`src/rtl/spi_master.sv`:
```
`default_nettype none
// ============================================================================
// Module      : spi_master
// Description : Mode-0 SPI master, MSB first, one full-duplex frame per start.
// Revision    : 1.0 - initial release
// ============================================================================
module spi_master #(
    parameter int DATA_W   = 8,
    parameter int CLK_DIV  = 4,
    parameter int SS_SETUP = 2,
    parameter int SS_HOLD  = 2,
    parameter int IDLE_GAP = 2
) (
    input  logic              clk,
    input  logic              rst,
    input  logic              start,
    input  logic [DATA_W-1:0] tx_data,
    output logic              busy,
    output logic              done,
    output logic [DATA_W-1:0] rx_data,
    output logic              SCLK,
    output logic              MOSI,
    input  logic              MISO,
    output logic              SS
);

    localparam int DIV_MAX_A = (CLK_DIV > SS_SETUP) ? CLK_DIV : SS_SETUP;
    localparam int DIV_MAX_B = (SS_HOLD > IDLE_GAP) ? SS_HOLD : IDLE_GAP;
    localparam int DIV_MAX   = (DIV_MAX_A > DIV_MAX_B) ? DIV_MAX_A : DIV_MAX_B;
    localparam int DIV_W     = $clog2(DIV_MAX);
    localparam int BIT_W     = $clog2(DATA_W);

    localparam logic [DIV_W-1:0] C_HALF_LAST  = DIV_W'(CLK_DIV - 1);
    localparam logic [DIV_W-1:0] C_SETUP_LAST = DIV_W'(SS_SETUP - 1);
    localparam logic [DIV_W-1:0] C_HOLD_LAST  = DIV_W'(SS_HOLD - 1);
    localparam logic [DIV_W-1:0] C_GAP_LAST   = DIV_W'(IDLE_GAP - 1);
    localparam logic [BIT_W-1:0] C_BIT_LAST   = BIT_W'(DATA_W - 1);

    typedef enum logic [2:0] {
        S_IDLE  = 3'd0,
        S_SETUP = 3'd1,
        S_HIGH  = 3'd2,
        S_LOW   = 3'd3,
        S_HOLD  = 3'd4,
        S_GAP   = 3'd5
    } state_t;

    state_t              state,     state_next;
    logic [DIV_W-1:0]    div_cnt,   div_next;
    logic [BIT_W-1:0]    bit_cnt,   bit_next;
    logic [DATA_W-1:0]   tx_shift,  tx_shift_next;
    logic [DATA_W-1:0]   rx_shift,  rx_shift_next;
    logic [DATA_W-1:0]   rx_reg,    rx_next;
    logic                sclk_reg,  sclk_next;
    logic                mosi_reg,  mosi_next;
    logic                ss_reg,    ss_next;
    logic                busy_reg,  busy_next;
    logic                done_reg,  done_next;

    always_ff @(posedge clk) begin
        if (rst) begin
            state    <= S_IDLE;
            div_cnt  <= '0;
            bit_cnt  <= '0;
            tx_shift <= '0;
            rx_shift <= '0;
            rx_reg   <= '0;
            sclk_reg <= 1'b0;
            mosi_reg <= 1'b0;
            ss_reg   <= 1'b1;
            busy_reg <= 1'b0;
            done_reg <= 1'b0;
        end else begin
            state    <= state_next;
            div_cnt  <= div_next;
            bit_cnt  <= bit_next;
            tx_shift <= tx_shift_next;
            rx_shift <= rx_shift_next;
            rx_reg   <= rx_next;
            sclk_reg <= sclk_next;
            mosi_reg <= mosi_next;
            ss_reg   <= ss_next;
            busy_reg <= busy_next;
            done_reg <= done_next;
        end
    end

    always_comb begin
        state_next    = state;
        div_next      = div_cnt;
        bit_next      = bit_cnt;
        tx_shift_next = tx_shift;
        rx_shift_next = rx_shift;
        rx_next       = rx_reg;
        sclk_next     = sclk_reg;
        mosi_next     = mosi_reg;
        ss_next       = ss_reg;
        busy_next     = busy_reg;
        done_next     = 1'b0;

        unique case (state)
            S_IDLE: begin
                if (start) begin
                    state_next    = S_SETUP;
                    ss_next       = 1'b0;
                    busy_next     = 1'b1;
                    mosi_next     = tx_data[DATA_W-1];
                    tx_shift_next = tx_data;
                    div_next      = '0;
                    bit_next      = '0;
                end
            end
            S_SETUP: begin
                if (div_cnt == C_SETUP_LAST) begin
                    div_next   = '0;
                    sclk_next  = 1'b1;
                    state_next = S_HIGH;
                end else begin
                    div_next = div_cnt + 1'b1;
                end
            end
            S_HIGH: begin
                // MISO is sampled on the falling edge we are about to produce,
                // before the slave has had a chance to move to its next bit.
                if (div_cnt == C_HALF_LAST) begin
                    div_next      = '0;
                    sclk_next     = 1'b0;
                    rx_shift_next = {rx_shift[DATA_W-2:0], MISO};
                    if (bit_cnt == C_BIT_LAST) begin
                        state_next = S_HOLD;
                    end else begin
                        state_next    = S_LOW;
                        bit_next      = bit_cnt + 1'b1;
                        mosi_next     = tx_shift[DATA_W-2];
                        tx_shift_next = {tx_shift[DATA_W-2:0], 1'b0};
                    end
                end else begin
                    div_next = div_cnt + 1'b1;
                end
            end
            S_LOW: begin
                if (div_cnt == C_HALF_LAST) begin
                    div_next   = '0;
                    sclk_next  = 1'b1;
                    state_next = S_HIGH;
                end else begin
                    div_next = div_cnt + 1'b1;
                end
            end
            S_HOLD: begin
                if (div_cnt == C_HOLD_LAST) begin
                    div_next   = '0;
                    ss_next    = 1'b1;
                    done_next  = 1'b1;
                    rx_next    = rx_shift;
                    state_next = S_GAP;
                end else begin
                    div_next = div_cnt + 1'b1;
                end
            end
            S_GAP: begin
                if (div_cnt == C_GAP_LAST) begin
                    div_next   = '0;
                    busy_next  = 1'b0;
                    state_next = S_IDLE;
                end else begin
                    div_next = div_cnt + 1'b1;
                end
            end
            default: begin
                state_next = S_IDLE;
            end
        endcase
    end

    assign busy    = busy_reg;
    assign done    = done_reg;
    assign rx_data = rx_reg;
    assign SCLK    = sclk_reg;
    assign MOSI    = mosi_reg;
    assign SS      = ss_reg;

endmodule
`default_nettype wire

```
`config.mk`:
```
export PLATFORM = sky130hd
export DESIGN_NAME = spi_master
export DESIGN_NICKNAME = d
export VERILOG_FILES = /design/src/rtl/spi_master.sv
export SDC_FILE = /design/constraint.sdc
export NUM_CORES = 1
export LEC_CHECK = 0
export ABC_AREA = 1
export ABC_CLOCK_PERIOD_IN_PS = 2350
export CORE_UTILIZATION = 43
export DETAILED_ROUTE_END_ITERATION = 8
export PLACE_DENSITY_LB_ADDON = 0.25
export SYNTH_ARGS = -nofsm -noshare
export SYNTH_HDL_FRONTEND = slang
export SYNTH_SLANG_ARGS = --single-unit
```
`constraint.sdc`:
```
create_clock -name clk -period 2.35 [get_ports clk]
set_input_delay 0.235 -clock clk [delete_from_list [all_inputs] [get_ports clk]]
set_output_delay 0.235 -clock clk [all_outputs]
set_load 0.005 [all_outputs]
```
After elaboration in Yosys (flattened, before gate mapping)
Cells that the tools add are included.
- flip-flop bits (word level): 36
- input port bits: 12
- output and inout port bits: 13
- logic and storage cells: 80
- add/sub/neg operators: 2
- eq/ne operators: 15
- muxes and demuxes: 34
- bitwise gates (word level): 1
- reductions and logical operators: 17
- operator list (kind ; number):
    two-way mux 3 bit ; 10
    two-way mux 7 bit ; 3
    one-hot mux 3 bit (6 select lines) ; 1
    != test 2 bit (second input constant) ; 7
    one-hot mux 7 bit (2 select lines) ; 1
    two-way mux 1 bit ; 10
    equality test 3 bit (second input constant) ; 3
    AND reduction 4 bit ; 2
    equality test 3 x 2 -> 1 bit (second input constant) ; 2
    two-way mux 2 bit ; 3
    one-hot mux 1 bit (2 select lines) ; 3
    one-hot mux 2 bit (3 select lines) ; 1
    one-hot mux 3 bit (2 select lines) ; 1
    AND reduction 2 bit ; 3
    AND reduction 3 bit ; 2
    AND reduction 6 bit ; 1
    nonzero test 2 bit ; 3
    nonzero test 3 bit ; 2
    OR reduction 2 bit ; 2
    adder 3 x 1 -> 3 bit (second input constant) ; 1
    equality test 3 x 1 -> 1 bit (second input constant) ; 1
    logical NOT 3 bit ; 1
    one-hot mux 1 bit (3 select lines) ; 1
    OR reduction 3 bit ; 1
    4 further kinds ; 4

Logic depth before layout (Yosys ltp)
- depth after elaboration: 4
- depth in mapped cells: 10
- depth with buffers taken out: 10

Worst setup path before layout
Ideal clock, no wire load.
- kind: flip-flop to flip-flop
- from: reg bit_cnt[0]
- to: reg mosi_reg (netlist: MOSI)
- library setup time: 113 ps
- data arrival time: 1301 ps
- required time: 2237 ps
- slack: 936 ps
- cell stages (with the launch flop): 10
- buffers on the path: 1
- period minus slack after synthesis: 1414 ps
- path through: dfxtp_1 -> ha_1 -> ha_1 -> inv_1 -> nand2_2 -> nand2_4 -> nand3_4 -> buf_8 -> nor2_1 -> nor2_1
- word-level cells in the longest chain between the ends: 3
- RTL lines (item ; RTL line ; RTL):
    start, declared ; 50 ; logic [BIT_W-1:0] bit_cnt, bit_next;
    start signal, assigned ; 76 ; bit_cnt <= bit_next;
    equality test 3 bit ; 129 ; if (bit_cnt == C_BIT_LAST) begin
    != test 2 bit (no line) ; -- ;
    AND reduction 4 bit (no line) ; -- ;
    end signal, assigned ; 81 ; mosi_reg <= mosi_next;
    end, declared ; 55 ; logic mosi_reg, mosi_next;
Every way passes these cells.
A chain may end at the register's enable or synchronous reset.

Final worst setup path
- from: reg state[1]
- to: reg rx_reg[2] (netlist: rx_data[2])
- word-level cells in the longest chain between the ends: 2
- RTL lines (item ; RTL line ; RTL):
    start, declared ; 48 ; state_t state, state_next;
    start signal, assigned ; 74 ; state <= state_next;
    equality test 3 bit ; 101 ; unique case (state)
    AND reduction 2 bit (no line) ; -- ;
    end signal, assigned ; 79 ; rx_reg <= rx_next;
    end, declared ; 53 ; logic [DATA_W-1:0] rx_reg, rx_next;
Every way passes these cells.

==> reports/metrics.sh <==
END_KIND='flop'
START_UTIL_PCT=46.48
GLOBALROUTETOTALUTIL_PCT=18.20
CELL_INTERNAL_PWR_mW=1.413
POST_SYNTH_FA_HA_MAJ_AREA_FRACTION_PCT=4.283
ROUTE.DETAILED.VIAS_PER_INST=4.880
NETSWITCHINGFRACTION_PCT=41.14
TOP_USAGE_LAYER='met2'
CRIT_PATH_MAX_FANOUT=11
GRT_START_MAX_NET_PINS=22
DATA_REQUIRED_CRITICAL_PATH_NS=2.53
RUN_STATUS='complete, no violations'
WORSTSKEWPAIRLATENCY_NS=0.29
CTS_ROOT_BUF='clkbuf_8'
SYN_TO_FINAL_GROWTH_PCT=20.56
CTS_SETUP_BUFFERS=0
TIMING.HOLD.WORST.CLASS='reg2reg'
POST_CTS_RESIZE_COUNT=0
DIE_AREA_SQ_UM=4336
FIRSTDRTPASSITERS=4
ROUTE.DETAILED.WL_PER_INST_UM=11.01
ROUTE.FINAL.WIRE_LENGTH_UM=3480
CRIT_START='state[1]'
SYNTH_FP_NETS=262
GRT_SETUP_UNREPAIRED='no'
PLACEMENT_ROWS=22
CTS_MAX_LEVEL=2
GRT.MET1_USAGE_PCT=23.24
FINAL_ANT_VIOL_NETS=0
POWERDENSITY_nW_PER_UM2=1136
MAX_CAPACITANCE_VIOLATION_COUNT=0
CLKTRANSATPATHREGS_NS=0.07
DIEWIDTH_UM=65.85
YS_ASYNC_SR_FRACTION_PCT=0
SYNTH_SIMPLE_GATE_AREA_SHARE_PCT=33.62
SYNTH_WARNINGS=0
VIAS=1542
SLEW_HEADROOM_PCT=59.22
FINISH.CELL_COUNT_WITHOUT_FILLERS=316
PATH_CLASS='reg2reg'
ARRIVAL_NS=1.81
NET_SWITCHING_mW=0.9877
GRT_ANTENNA_BEFORE_REPAIR=0
REPORT.FINAL.SETUP_VIOL=0
MAX-CLOCK-PATH-BUFFERS=2
FMAX_MHz=613.3
N_FILL_CELL=373
POST_SYNTH.CELL_AREA_AVG_SQ_UM=7.184
GROUTE.LAYER.MET2.USAGE_PCT=27.55
DIEHEIGHT_UM=65.85
SLEW_VIOLS_FINAL=0
LAYOUT-DRIVE-GT1-SHARE_PCT=10.82
PLACED_CELLS_INCL_TAPS=308
FIN_NETS=285
ANTENNADIODECOUNT=0
SEQPWRFRAC_PCT=35.3
SYNTH_TOP_FAMILY_BY_AREA='simple AND/OR/NAND/NOR gates'
SYN-INSTANCE-COUNT=244
SYNTH-COMPOUND-AREA-SHARE_PCT=11.92
IO_BUFFERS=24
PWR-SHARE-CLK_PCT=22.4
MIN-DELAY-START='busy'
REGTOREGSTARTPOINT='state[1]'
PART_OF_THE_TOTAL_POWER_DISSIPATED_IN_COMBINATIONAL_LOGIC_PCT=42.3
TIMING.FINAL.CRIT_SHARE_PCT=69.39
IO_PINS=25
VIA_COUNT_OF_THE_FIRST_GLOBAL_ROUTING_PASS=1358
FINALWEIGHTEDCONGESTION=0.9224
FINAL.MIN_CLOCK_PERIOD_NS=1.631
YOSYS_REGISTER_BITS=36
VDD_DROP_MAX_uV=623.3
FINALSETUPTNS_NS=0
TRITONCTS.NUM_BUFFERS=5
NUM_CLOCK_SINKS=36
WORST_SETUP_PATH_START_KIND='flop'
SYNTH.LIB_CELLS_USED.DISTINCT=25
DRT_DRC_VIOLATIONS_LEFT=0
FINCLKSKEW_NS=0.006235
SYNTHFLOPTYPE='dfxtp_1'
FLOORPLAN.CORE_AREA_SQ_UM=3771
LEAKAGEPOWER_nW=0.9361
TRITONCTS='built'
R2R_SETUP_SLACK_NS=0.72
GRT.OVERFLOW.TOTAL=0
SYNTH.MUX.AREA_FRACTION_PCT=0
CTS_HOLD_BUFFERS=0
SYNTH-SEQ-AREA-SHARE_PCT=41.11
USE_MET3_PCT=5.690
FIRST_PASS_GRT_WIRE_LENGTH_UM=5906
HOLD_VIOLATIONS=0
POST-DP-HPWL_UM=2380
SYN_AREA_SQ_UM=1753
SYNTH_XOR_AREA_SHARE_PCT=0
DR.FIRST_ITER.DRC_COUNT=71
SYNTH_ENABLE_FLOP_CELLS=0
WORST-SLEW-PIN-TRANSITION_NS=0.6111
==> cells in the mapped netlist (2+ instances only) <==
cell	number	area share (%)
nand3_1	15	4.3
a21oi_1	14	4.0
a21oi_2	2	1.0
nand2_4	3	1.9
nand2_2	5	1.8
nor2_2	4	1.4
inv_1	22	4.7
nor2_1	46	9.9
ha_1	6	4.3
nand2_1	47	10
clkbuf_1	5	1.1
dfxtp_1	36	41
buf_2	2	0.57
nand3_4	2	2.0
nand4_1	3	1.1
o21ai_0	23	6.6
==> layout by cell type, fill, tap and decap left out, types with 3 or more instances in the layout <==
cell type        netlist  final
o21ai_0               23     23
inv_1                 22     22
nand2_4                3      3
nor2_1                46     46
dfxtp_1               36     36
clkbuf_8               0      5
nor2_2                 4      4
nand3_1               15     15
nand2_2                5      5
nand4_1                3      3
clkdlybuf4s50_1        0     24
ha_1                   6      6
a21oi_1               14     14
nand2_1               47     47
==> worst paths after layout <==
kind         cells after the start         end
max                              6  rx_data[2]
min                              2        busy
max reg2reg                      6  rx_data[2]
min reg2reg                      2        busy
==> critical path, cell delays in order, from the launching register on <==
cell	delay, ns
dfxtp_1	0.45
nor2_4	0.23
nand2_1	0.07
inv_1	0.29
nand2_1	0.28
nand2_1	0.13
a21oi_1	0.06
==> routing by layer <==
metal / share of wire [%] / wire, um / vias to the layer above
met5: 0 / 0 / -
met4: 2.7 / 94 / 0
met3: 5.5 / 191 / 9
met2: 43 / 1501 / 36
met1: 49 / 1692 / 682
li1: - / - / 815
==> cell type report <==
class / count / area (sq um) / area share, %
Clock inverter: 2 / 35.03 / 1.658
Sequential cell: 36 / 720.7 / 34.10
Clock buffer: 6 / 72.57 / 3.434
Multi-Input combinational cell: 173 / 873.3 / 41.33
Inverter: 25 / 96.34 / 4.559
Tap cell: 48 / 60.06 / 2.842
Timing Repair Buffer: 26 / 255.2 / 12.08
==> power groups by stage <==
stage / Clock (mW) / Sequential [mW] / Combinational, mW
floorplan: 0 / 0.828 / 0.884
global placement: 0 / 0.857 / 1.01
detailed placement: 0 / 0.859 / 1.02
CTS: 0.549 / 0.846 / 1.02
global route: 0.585 / 0.863 / 1.16
finish: 0.538 / 0.847 / 1.02
==> kinds of logic (layout without fill, tap and decap cells) <==
group / Yosys count / after routing
simple gates: 127 / 127
fa+ha+maj: 6 / 6
compound gates: 40 / 40
buf+inv: 35 / 59
flops: 36 / 36
==> per-stage QoR <==
step,power (mW),hold slack [ns],worst slack [ns],util [%],instance area (sq um)
4_1_cts,2.415,0.4504,0.7466,56.04,2113
5_1_grt,2.611,0.4752,0.5693,56.04,2113
3_3_place_gp,1.870,0.4360,0.7770,53.19,2006
2_1_floorplan,1.712,0.3699,0.9358,-,1753
3_5_place_dp,1.875,0.4392,0.7661,53.19,2006
6_report,2.401,0.4480,0.7194,56.04,2113
Note: power is estimated with default switching activity, not from simulation.
